**src/rtl/btn_pkg.sv**
```systemverilog
// Shared constants for the button conditioning front end of the track controller.
package btn_pkg;

  // System clock frequency, used to turn a time window into a cycle count.
  localparam int CLK_HZ = 100_000_000;

  // 10 ms debounce window at 100 MHz.
  localparam int DEFAULT_DEBOUNCE_CYCLES = 1_000_000;

  // Channel indices used when wiring press pulses into the track controller.
  localparam int BTN_CYCLE = 0;  // press pulse drives cycle_sig
  localparam int BTN_PLAY  = 1;  // press pulse drives play_sig

  // Legal debounce window limits.
  localparam int MIN_DEBOUNCE_CYCLES = 2;
  localparam int MAX_DEBOUNCE_CYCLES = 1 << 24;

  // Convert a window in microseconds to clock cycles at CLK_HZ.
  function automatic int debounce_cycles_for_us(input int us);
    return (CLK_HZ / 1_000_000) * us;
  endfunction

endpackage

```
**src/rtl/btn_debounce_ch.sv**
```systemverilog
// One button channel: two-flop synchroniser, debounce counter, stable level
// register and registered press/release pulses.
module btn_debounce_ch
  import btn_pkg::*;
#(
  parameter int DEBOUNCE_CYCLES = DEFAULT_DEBOUNCE_CYCLES
) (
  input  logic clk,
  input  logic rst_n,
  input  logic btn_raw,
  output logic btn_level,
  output logic btn_press,
  output logic btn_release
);

  localparam int CW = $clog2(DEBOUNCE_CYCLES);
  // Count value on which a persistent mismatch is accepted.
  localparam logic [CW-1:0] LAST = CW'(DEBOUNCE_CYCLES - 1);

  logic          r_sync1;
  logic          r_sync2;
  logic          r_stable;
  logic [CW-1:0] r_count;
  logic          r_press;
  logic          r_release;
  logic          w_mismatch;

  assign w_mismatch = r_sync2 ^ r_stable;

  // Two back-to-back flops bring the asynchronous raw level into the clk domain.
  always_ff @(posedge clk) begin
    if (!rst_n) begin
      r_sync1 <= 1'b0;
      r_sync2 <= 1'b0;
    end else begin
      r_sync1 <= btn_raw;
      r_sync2 <= r_sync1;
    end
  end

  // Count consecutive mismatch cycles; any return to the stable value restarts
  // the window, and a full window commits the new level and fires one pulse.
  always_ff @(posedge clk) begin
    if (!rst_n) begin
      r_stable  <= 1'b0;
      r_count   <= '0;
      r_press   <= 1'b0;
      r_release <= 1'b0;
    end else begin
      r_press   <= 1'b0;
      r_release <= 1'b0;
      if (!w_mismatch) begin
        r_count <= '0;
      end else if (r_count != LAST) begin
        r_count <= r_count + CW'(1);
      end else begin
        r_stable  <= r_sync2;
        r_count   <= '0;
        r_press   <= r_sync2;
        r_release <= ~r_sync2;
      end
    end
  end

  assign btn_level   = r_stable;
  assign btn_press   = r_press;
  assign btn_release = r_release;

endmodule

```
**src/rtl/button_pulse_conditioner.sv**
```systemverilog
// Converts raw bouncy push-buttons into debounced levels plus one-cycle
// press/release pulses. Channels are independent; no priority is applied.
module button_pulse_conditioner
  import btn_pkg::*;
#(
  parameter int NUM_BTNS        = 2,
  parameter int DEBOUNCE_CYCLES = DEFAULT_DEBOUNCE_CYCLES
) (
  input  logic                clk,
  input  logic                rst_n,
  input  logic [NUM_BTNS-1:0] btn_raw,
  output logic [NUM_BTNS-1:0] btn_level,
  output logic [NUM_BTNS-1:0] btn_press,
  output logic [NUM_BTNS-1:0] btn_release
);

  // Reject windows the counter cannot represent or that defeat debouncing.
  if (DEBOUNCE_CYCLES < MIN_DEBOUNCE_CYCLES) begin : g_bad_window_low
    $fatal(1, "button_pulse_conditioner: DEBOUNCE_CYCLES must be >= 2");
  end
  if (DEBOUNCE_CYCLES > MAX_DEBOUNCE_CYCLES) begin : g_bad_window_high
    $fatal(1, "button_pulse_conditioner: DEBOUNCE_CYCLES must be <= 2^24");
  end

  // One independent conditioner per button.
  for (genvar i = 0; i < NUM_BTNS; i++) begin : g_ch
    btn_debounce_ch #(
      .DEBOUNCE_CYCLES(DEBOUNCE_CYCLES)
    ) u_ch (
      .clk        (clk),
      .rst_n      (rst_n),
      .btn_raw    (btn_raw[i]),
      .btn_level  (btn_level[i]),
      .btn_press  (btn_press[i]),
      .btn_release(btn_release[i])
    );
  end

endmodule

```
**config.mk**
```make
export PLATFORM = sky130hd
export DESIGN_NAME = button_pulse_conditioner
export DESIGN_NICKNAME = d
export VERILOG_FILES = /design/src/rtl/btn_pkg.sv /design/src/rtl/btn_debounce_ch.sv /design/src/rtl/button_pulse_conditioner.sv
export SDC_FILE = /design/constraint.sdc
export NUM_CORES = 1
export LEC_CHECK = 0
export BUFFER_PORTS_ARGS = -buffer_cell sky130_fd_sc_hd__buf_4
export CELL_PAD_IN_SITES_DETAIL_PLACEMENT = 1
export CELL_PAD_IN_SITES_GLOBAL_PLACEMENT = 2
export CORE_MARGIN = 3
export CORE_UTILIZATION = 34
export CTS_BUF_LIST = sky130_fd_sc_hd__clkbuf_16
export DETAILED_ROUTE_END_ITERATION = 8
export PLACE_DENSITY = 0.71
export SLEW_MARGIN = 20
export SYNTH_ARGS = -nofsm -noshare
export SYNTH_HDL_FRONTEND = slang
export SYNTH_SLANG_ARGS = --single-unit
```
**constraint.sdc**
```tcl
create_clock -name clk -period 2 [get_ports clk]
set_clock_uncertainty 0.15 [all_clocks]
set_input_delay 0.2 -clock clk [delete_from_list [all_inputs] [get_ports clk]]
set_output_delay 0.2 -clock clk [all_outputs]
set_load 0.02 [all_outputs]
```
Yosys cells after proc, flatten, opt, wreduce, memory -nomap -nowiden
Cells that the tools add are included.
{"block": "totals", "ff_bits": 50, "output_inout_bits": 6, "elab_cells": 31}
{"block": "classes", "add_sub_neg": 2, "eq_ne": 2, "n_bitwise": 9, "n_reduce_logical": 6}
{"op": "$add A20 B1 Y20 const B", "n": 2}
{"op": "$ne A20 B20 Y1 const B", "n": 2}
{"op": "$not A1 Y1", "n": 7}
{"op": "$reduce_and A3 Y1", "n": 2}
{"op": "$reduce_or A3 Y1", "n": 2}
{"op": "$reduce_and A2 Y1", "n": 2}
{"op": "$xor A1 B1 Y1", "n": 2}

Longest topological paths before layout
Gate-level depths: netlist (run 1).
{"block": "logic_depth", "depth_word": 3, "depth_mapped": 7}

Modules after synthesis
Synthesis (run 1) repeated with hierarchy kept, for this count alone.
{"block": "hier_totals", "hier_cells": 246, "hier_area_um2": 2212.1}
{"module": "btn_debounce_ch", "n_inst": 2, "cells_per_inst": 123, "area_each_um2": 1106.1}

Worst setup path before layout (run 1)
OpenSTA, ideal clock, no wires.
{"block": "synth_timing", "path_type": "register -> register", "startpoint": "reg g_ch[1].u_ch.r_count[2]", "endpoint": "reg g_ch[1].u_ch.r_count[17]", "t_arrival_ps": 1818, "slack_ps": -38, "path_stages_with_launch": 6, "path_buffers": 1, "cell_sequence": "dfxtp_1 > nand4_4 > or4_1 > buf_2 > or4_1 > a21oi_1"}
{"block": "synth_via", "elab_chain_len": 2, "elab_cells_between_ends": 3, "cone_classes": "add/sub (1); eq/ne (1); reduce/logical (1)"}
{"element": "start, declared", "line_no": "btn_debounce_ch.sv:23", "rtl": "logic [CW-1:0] r_count;"}
{"element": "start signal, assigned", "line_no": "btn_debounce_ch.sv:55", "rtl": "r_count <= r_count + CW'(1);"}
{"element": "branches (longest 2 deep; another with $add A20 B1 Y20)"}
Several ways; the timed one is not identified.
A chain may end at the register's enable or synchronous reset.

Worst setup path after layout (run 1)
{"block": "layout_timing", "startpoint": "reg g_ch[1].u_ch.r_count[12]", "endpoint": "reg g_ch[1].u_ch.r_count[17]"}
Same word-level chain as after synthesis.

==> results of run 1 <==
report_power, final:
part | switching [mW] | internal, mW | total, mW | leakage (nW)
registers | 0.00253 | 1.00 | 1.00 | 0.406
logic | 0.0154 | 0.0139 | 0.0293 | 0.448
clock network | 0.344 | 0.448 | 0.792 | 0.0723
worst paths after layout:
| path | startpoint | endpoint | slack, ps | cells after the start |
|---|---|---|---|---|
| hold reg to reg | g_ch[0].u_ch.r_count[0]$_SDFF_PN0_ | g_ch[0].u_ch.r_count[0]$_SDFF_PN0_ | 290 | 1 |
| hold / removal | rst_n | g_ch[1].u_ch.r_sync2$_SDFF_PN0_ | 50 | 2 |
| setup / recovery | g_ch[1].u_ch.r_count[12]$_SDFF_PN0_ | g_ch[1].u_ch.r_count[17]$_SDFF_PN0_ | 110 | 4 |
| setup reg to reg | g_ch[1].u_ch.r_count[12]$_SDFF_PN0_ | g_ch[1].u_ch.r_count[17]$_SDFF_PN0_ | 110 | 4 |
synth_stat cells:
cell	number	share of area (%)
dfxtp_1	50	46
nor2_1	33	5.7
xor2_1	15	6.0
a21oi_1	14	3.2
nand3_1	14	3.2
nand4_1	12	3.4
inv_1	11	1.9
nand2_1	10	1.7
xnor2_1	10	4.0
o21ai_0	9	2.1
or3_1	9	2.6
or4_1	8	2.7
clkbuf_1	7	1.2
and2_1	6	1.7
buf_4	6	2.1
and3_1	5	1.4
nor4b_1	5	2.0
o31ai_1	5	1.7
and4_1	4	1.6
nor3_1	3	0.69
nor4_1	3	0.86
ha_1	2	1.1
buf_2	1	0.23
nand2b_1	1	0.29
nand4_4	1	0.97
nand4b_1	1	0.40
nor2b_1	1	0.29
nor3b_1	1	0.34
o211ai_1	1	0.34
o221ai_1	1	0.40
routing by layer:
layer / GRT usage (%) / vias up / share of wire, % / wire length [µm]
met5: 0 / - / 0 / 0
met4: 6.37 / 0 / 1.6 / 79
li1: - / 939 / - / -
met1: 20.3 / 863 / 52 / 2540
met2: 21.3 / 17 / 44 / 2120
met3: 3.14 / 5 / 2.4 / 115
critical path, delay by kind of cell, from the launching register on:
kind / cells / cell delay (ps)
AO/OA/AOI/OAI: 1 / 130
flip-flops: 1 / 350
AND/OR/NAND/NOR: 3 / 1200
sequential cells by signal, summed over array words and instances, names as in the netlist:
signal and count:
g_ch.u_ch.r_count 40, g_ch.u_ch.btn_press 2, g_ch.u_ch.btn_release 2, g_ch.u_ch.r_sync1 2, g_ch.u_ch.r_sync2 2, g_ch.u_ch.btn_level 2
metrics by stage:
step / hold slack [ps] / worst slack (ps) / TNS [ps]
after floorplan: 172 / 5.21 / 0
after global placement: 263 / 17.0 / 0
after detailed placement: 265 / -47.2 / -84.0
after CTS: 39.2 / 1.81 / 0
after global routing: 52.0 / -5.10 / -5.10
final: 48.7 / 107 / 0
area by class of cell:
type                            instances  area [µm²]
Clock buffer                            5         125
Clock inverter                          2        7.51
Fill cell                             739        3380
Inverter                               11        41.3
Multi-Input combinational cell        174        1100
Sequential cell                        50        1010
Tap cell                               75        93.8
Timing Repair Buffer                   40         309
timing repair:
action	4_1_cts	5_1_grt
resized for setup	2	8
setup endpoints to repair	2	19
gates cloned	0	0
endpoints found under the hold margin	2	0
pin swaps	0	4
hold buffers	2	0
logic make-up after synthesis:
kind of cell,after synthesis,share of synthesized area (%)
and+or+nand+nor,117,29.9
DFF,50,45.8
xor gates and xnor gates,25,10.0
buffers and inverters,25,5.38
adders and majority gates,2,1.14
AOI/OAI and AO/OA,30,7.73
==> impl_metrics.sql, run 1 <==
INSERT INTO impl_metrics (metric_group, metric, value, unit) VALUES
('setup_path', 'worst-endpoint-required', '2070', 'ps'),
('cts', 'inserted_clock_buffers', '5', ''),
('status', 'outcome', 'finished, final reports clean', ''),
('grt', 'initial_antenna_violation_count', '0', ''),
('setup_path', 'crit_type', 'register to register', ''),
('cells_and_area', 'synthesis_to_finish_area_growth', '22.8', '%'),
('timing', 'max_freq', '528', 'MHz'),
('timing', 'tightest_slew', '353', 'ps'),
('power', 'report.power.total', '1.82', 'mW'),
('yosys', 'yosysSeqAreaShare', '45.8', '%'),
('grt', 'globalRoute.totalOverflow', '0', ''),
('placement', 'hpwl', '3510', 'µm'),
('yosys', 'synth.net_count', '255', ''),
('grt', 'number_of_global_route_vias_before_repair', '1830', ''),
('setup_path', 'cp_cell_sequence', 'nand4_1, or4_4, or4_1, a21oi_1', ''),
('setup_path', 'critical_path.endpoint_type', 'register', ''),
('detailed_routing', 'routed-via-count', '1824', ''),
('power', 'p_leak', '0.926', 'nW'),
('detailed_routing', 'final_antenna_net_count', '0', ''),
('floorplanning', 'boundaryPins', '10', ''),
('yosys', 'synth_cell_type_count', '30', ''),
('detailed_routing', 'avgRoutedWirePerCell', '13.6', 'µm'),
('cells_and_area', 'post-route-util', '44.3', '%'),
('placement', 'io_buffers', '9', ''),
('setup_path', 'crit_path_top_delay_cell', 'or4_4', ''),
('placement', 'detailed_place.area', '0.00249', 'mm²'),
('worst_hold_path', 'class_of_the_worst_hold_path', 'input port to register', ''),
('grt', 'grt_first_pass_wirelength', '8590', 'µm'),
('cts', 'h_tree_depth_reported_by_cts', '2', ''),
('timing', 'setup-violations-final', '0', ''),
('timing', 'slew_violations', '0', ''),
('cells_and_area', 'layout.nets', '288', ''),
('cells_and_area', 'mostFrequentLayoutCells', 'dfxtp_1 (46), buf_4 (37), nor2_1 (33), xor2_1 (15), nand3_1 (14)', ''),
('timing', 'final_worst_path_period_share', '94.7', '%'),
('placement', 'dp.cells', '348', ''),
('yosys', 'syn_avg_cell_area', '8.78', 'µm²'),
('detailed_routing', 'post-route-drc-count', '0', ''),
('floorplanning', 'std_cell_rows', '28', ''),
('cts', 'cts.clk_slew.worst_paths', '60', 'ps'),
('setup_path', 'worst-path-max-fanout', '6', ''),
('cells_and_area', 'fin_area', '0.00269', 'mm²'),
('yosys', 'synth.cell_area', '0.00219', 'mm²'),
('power', 'vdd.ir_drop.worst', '0.444', 'mV'),
('grt', 'gr_util_all_layers', '14.5', '%'),
('cts', 'cts_num_sinks', '50', ''),
('setup_path', 'critical-path-max-stage-delay', '600', 'ps'),
('floorplanning', 'placeable_core_region', '0.00606', 'mm²'),
('cts', 'insertion_delay', '280', 'ps'),
('cells_and_area', 'layout_commonest_cell', 'dfxtp_1', ''),
('floorplanning', 'initial_utilization', '36.1', '%'),
('timing', 'final_hold_viol_count', '0', ''),
('setup_path', 'critical_path_arrival', '1960', 'ps'),
('cts', 'cts_buffer_depth', '2', ''),
('cells_and_area', 'finalNonFillerCells', '357', ''),
('floorplanning', 'floorplan.die.width', '86.2', 'µm'),
('floorplanning', 'fp.dieArea', '0.00743', 'mm²'),
('setup_path', 'critical_path.startpoint_type', 'register', ''),
('power', 'pwr_per_cell_area', '680', 'mW/mm²'),
('detailed_routing', 'routed_via_density', '5.11', ''),
('yosys', 'yosys_warnings', '0', ''),
('cells_and_area', 'antenna_cells_inserted', '0', ''),
('placement', 'gpl.final_weighted_congestion', '0.714', ''),
('detailed_routing', 'drt_iter0_markers', '47', ''),
('yosys', 'postSynthRegisterBits', '50', ''),
('floorplanning', 'die-height', '86.2', 'µm'),
('cts', 'post-cts-setup-buffers', '0', ''),
('timing', 'post-route-min-period', '1890', 'ps'),
('run', 'reported_max_cap_violation_count', '0', ''),
('timing', 'timing.slew.headroom', '76.3', '%'),
('yosys', 'netlist_instances', '249', ''),
('cts', 'cts_root_buf', 'clkbuf_16', ''),
('detailed_routing', 'dr.pass1.iters', '4', ''),
('detailed_routing', 'drt_wl_total', '4850', 'µm'),
('grt', 'grt_max_degree', '17', ''),
('cts', 'clock_tree_from_tritoncts', 'done', ''),
('cells_and_area', 'layout-drive-gt1-share', '19.9', '%');
Note: power is estimated with default switching activity, not from simulation.
==> run 2, diff against run 1 <==
--- a/config.mk
+++ b/config.mk
@@ -10,7 +10,6 @@
 export CELL_PAD_IN_SITES_GLOBAL_PLACEMENT = 2
 export CORE_MARGIN = 3
 export CORE_UTILIZATION = 34
-export CTS_BUF_LIST = sky130_fd_sc_hd__clkbuf_16
 export DETAILED_ROUTE_END_ITERATION = 8
 export PLACE_DENSITY = 0.71
 export SLEW_MARGIN = 20
==> impl_metrics.sql, run 2 (synthesis gave the netlist of run 1 again) <==
INSERT INTO impl_metrics (metric_group, metric, value, unit) VALUES
('status', 'outcome', 'finished, final reports clean', ''),
('cells_and_area', 'synthesis_to_finish_area_growth', '21.0', '%'),
('placement', 'gpl.final_weighted_congestion', '0.714', ''),
('cells_and_area', 'largest_register_ff_count', '40', ''),
('power', 'report.power.total', '1.60', 'mW'),
('grt', 'globalRoute.totalOverflow', '0', ''),
('cells_and_area', 'layout_commonest_cell', 'dfxtp_1', ''),
('floorplanning', 'std_cell_rows', '28', ''),
('power', 'p_leak', '0.900', 'nW'),
('floorplanning', 'fp.dieArea', '0.00743', 'mm²'),
('setup_path', 'r2r_slack', '110', 'ps'),
('grt', 'grt_max_degree', '17', ''),
('timing', 'max_freq', '528', 'MHz'),
('cells_and_area', 'finalNonFillerCells', '359', ''),
('placement', 'detailed_place.area', '0.00249', 'mm²'),
('timing', 'post-route-min-period', '1890', 'ps'),
('timing', 'tightest_slew', '365', 'ps'),
('detailed_routing', 'post-route-drc-count', '0', ''),
('detailed_routing', 'final_antenna_net_count', '0', ''),
('cts', 'insertion_delay', '300', 'ps'),
('cts', 'cts.clk_slew.worst_paths', '90', 'ps'),
('setup_path', 'critical_path_arrival', '1980', 'ps'),
('timing', 'final_hold_viol_count', '0', ''),
('cts', 'cts_num_sinks', '50', ''),
('cts', 'cts_buffer_depth', '2', ''),
('run', 'reported_max_cap_violation_count', '0', ''),
('cells_and_area', 'fin_area', '0.00265', 'mm²'),
('timing', 'setup-violations-final', '0', ''),
('floorplanning', 'placeable_core_region', '0.00606', 'mm²'),
('detailed_routing', 'drt_iter0_markers', '42', ''),
('floorplanning', 'initial_utilization', '36.1', '%'),
('grt', 'grt_first_pass_wirelength', '8400', 'µm'),
('power', 'vdd.ir_drop.worst', '0.394', 'mV'),
('cts', 'inserted_clock_buffers', '5', ''),
('grt', 'gr_util_all_layers', '14.0', '%'),
('cells_and_area', 'n_fill_cell', '746', ''),
('timing', 'timing.slew.headroom', '75.6', '%'),
('setup_path', 'critical_path.startpoint_type', 'register', ''),
('detailed_routing', 'wl_met3', '120', 'µm'),
('timing', 'final.hold.worst_slack', '30.2', 'ps'),
('placement', 'dp.cells', '348', ''),
('timing', 'final_worst_path_period_share', '94.7', '%'),
('cells_and_area', 'mostFrequentLayoutCells', 'dfxtp_1 (43), buf_4 (38), nor2_1 (33), xor2_1 (15), nand3_1 (14)', ''),
('cts', 'clock_tree_from_tritoncts', 'done', ''),
('worst_hold_path', 'class_of_the_worst_hold_path', 'input port to register', ''),
('setup_path', 'crit_type', 'register to register', ''),
('setup_path', 'worst-path-max-fanout', '6', ''),
('detailed_routing', 'top_layer', 'met4', ''),
('cells_and_area', 'post-route-util', '43.6', '%'),
('grt', 'initial_antenna_violation_count', '0', ''),
('detailed_routing', 'drt_wl_total', '4870', 'µm'),
('setup_path', 'critical-path-max-stage-delay', '590', 'ps'),
('setup_path', 'crit_path_top_delay_cell', 'or4_4', ''),
('cells_and_area', 'layout-drive-gt1-share', '21.5', '%'),
('floorplanning', 'floorplan.die.width', '86.2', 'µm'),
('grt', 'number_of_global_route_vias_before_repair', '1830', ''),
('placement', 'hpwl', '3510', 'µm'),
('detailed_routing', 'dr.pass1.iters', '4', ''),
('placement', 'io_buffers', '9', ''),
('timing', 'slew_violations', '0', ''),
('cells_and_area', 'regMostFlops', 'g_ch.u_ch.r_count', ''),
('cells_and_area', 'antenna_cells_inserted', '0', ''),
('power', 'pwr_per_cell_area', '604', 'mW/mm²'),
('setup_path', 'critical_path.endpoint_type', 'register', ''),
('floorplanning', 'boundaryPins', '10', ''),
('detailed_routing', 'avgRoutedWirePerCell', '13.6', 'µm'),
('detailed_routing', 'met2_wirelength', '2030', 'µm'),
('setup_path', 'worst-endpoint-required', '2090', 'ps'),
('detailed_routing', 'met1Wirelength', '2660', 'µm'),
('detailed_routing', 'routed_via_density', '5.04', ''),
('setup_path', 'cp_cell_sequence', 'nand4_1, or4_4, or4_1, a21oi_1', ''),
('cts', 'h_tree_depth_reported_by_cts', '2', ''),
('detailed_routing', 'routed-via-count', '1809', ''),
('cts', 'cts_root_buf', 'clkbuf_8', ''),
('floorplanning', 'die-height', '86.2', 'µm'),
('cells_and_area', 'layout.nets', '290', '');
run 2: power by group:
group          internal, mW  switching, mW
clock network         0.242          0.324
logic                0.0149         0.0162
registers             0.999        0.00254
run 2: layer usage:
metal,track usage (%),vias to the layer above
met5,0,-
met2,20.5,16
met4,4.67,0
li1,-,940
met3,3.42,6
met1,20.0,847
run 2: per-stage QoR:
| step | setup TNS, ps | worst slack [ps] |
|---|---|---|
| 2_1_floorplan | 0 | 5.21 |
| 3_3_place_gp | 0 | 17.0 |
| 5_1_grt | -170 | -29.0 |
| 6_report | 0 | 106 |
| 4_1_cts | 0 | 0.341 |
| 3_5_place_dp | -84.0 | -47.2 |
run 2: area by class of cell:
cell class / count / area [µm²] / area share (%)
well taps: 75 / 93.8 / 3.55
inverters: 11 / 41.3 / 1.56
multi-input cells: 174 / 1100 / 41.7
flip-flops and latches: 50 / 1010 / 38.2
repair buffers: 42 / 322 / 12.2
clock buffers: 7 / 76.3 / 2.89
run 2: worst paths after layout:
| path | startpoint | to | depth (start not counted) |
|---|---|---|---|
| worst min-delay path | rst_n | g_ch[1].u_ch.r_sync1$_SDFF_PN0_ | 2 |
| worst min register to register | g_ch[0].u_ch.r_count[0]$_SDFF_PN0_ | g_ch[0].u_ch.r_count[0]$_SDFF_PN0_ | 1 |
| worst max register to register | g_ch[1].u_ch.r_count[12]$_SDFF_PN0_ | g_ch[1].u_ch.r_count[17]$_SDFF_PN0_ | 4 |
| worst max-delay path | g_ch[1].u_ch.r_count[12]$_SDFF_PN0_ | g_ch[1].u_ch.r_count[17]$_SDFF_PN0_ | 4 |
run 2: critical path, delay by kind of cell, from the launching register on:
kind,cells,cell delay [ps]
compound gates,1,130
simple gates,3,1190
flops,1,360
run 2: what timing repair did:
item                       in CTS  in global routing
setup buffers                   0                  1
setup endpoints to repair       2                 20
hold buffers                    2                  0
resized for setup               3                 10
hold endpoints to repair        2                  0
cloned                          0                  1
pin swaps                       0                  4
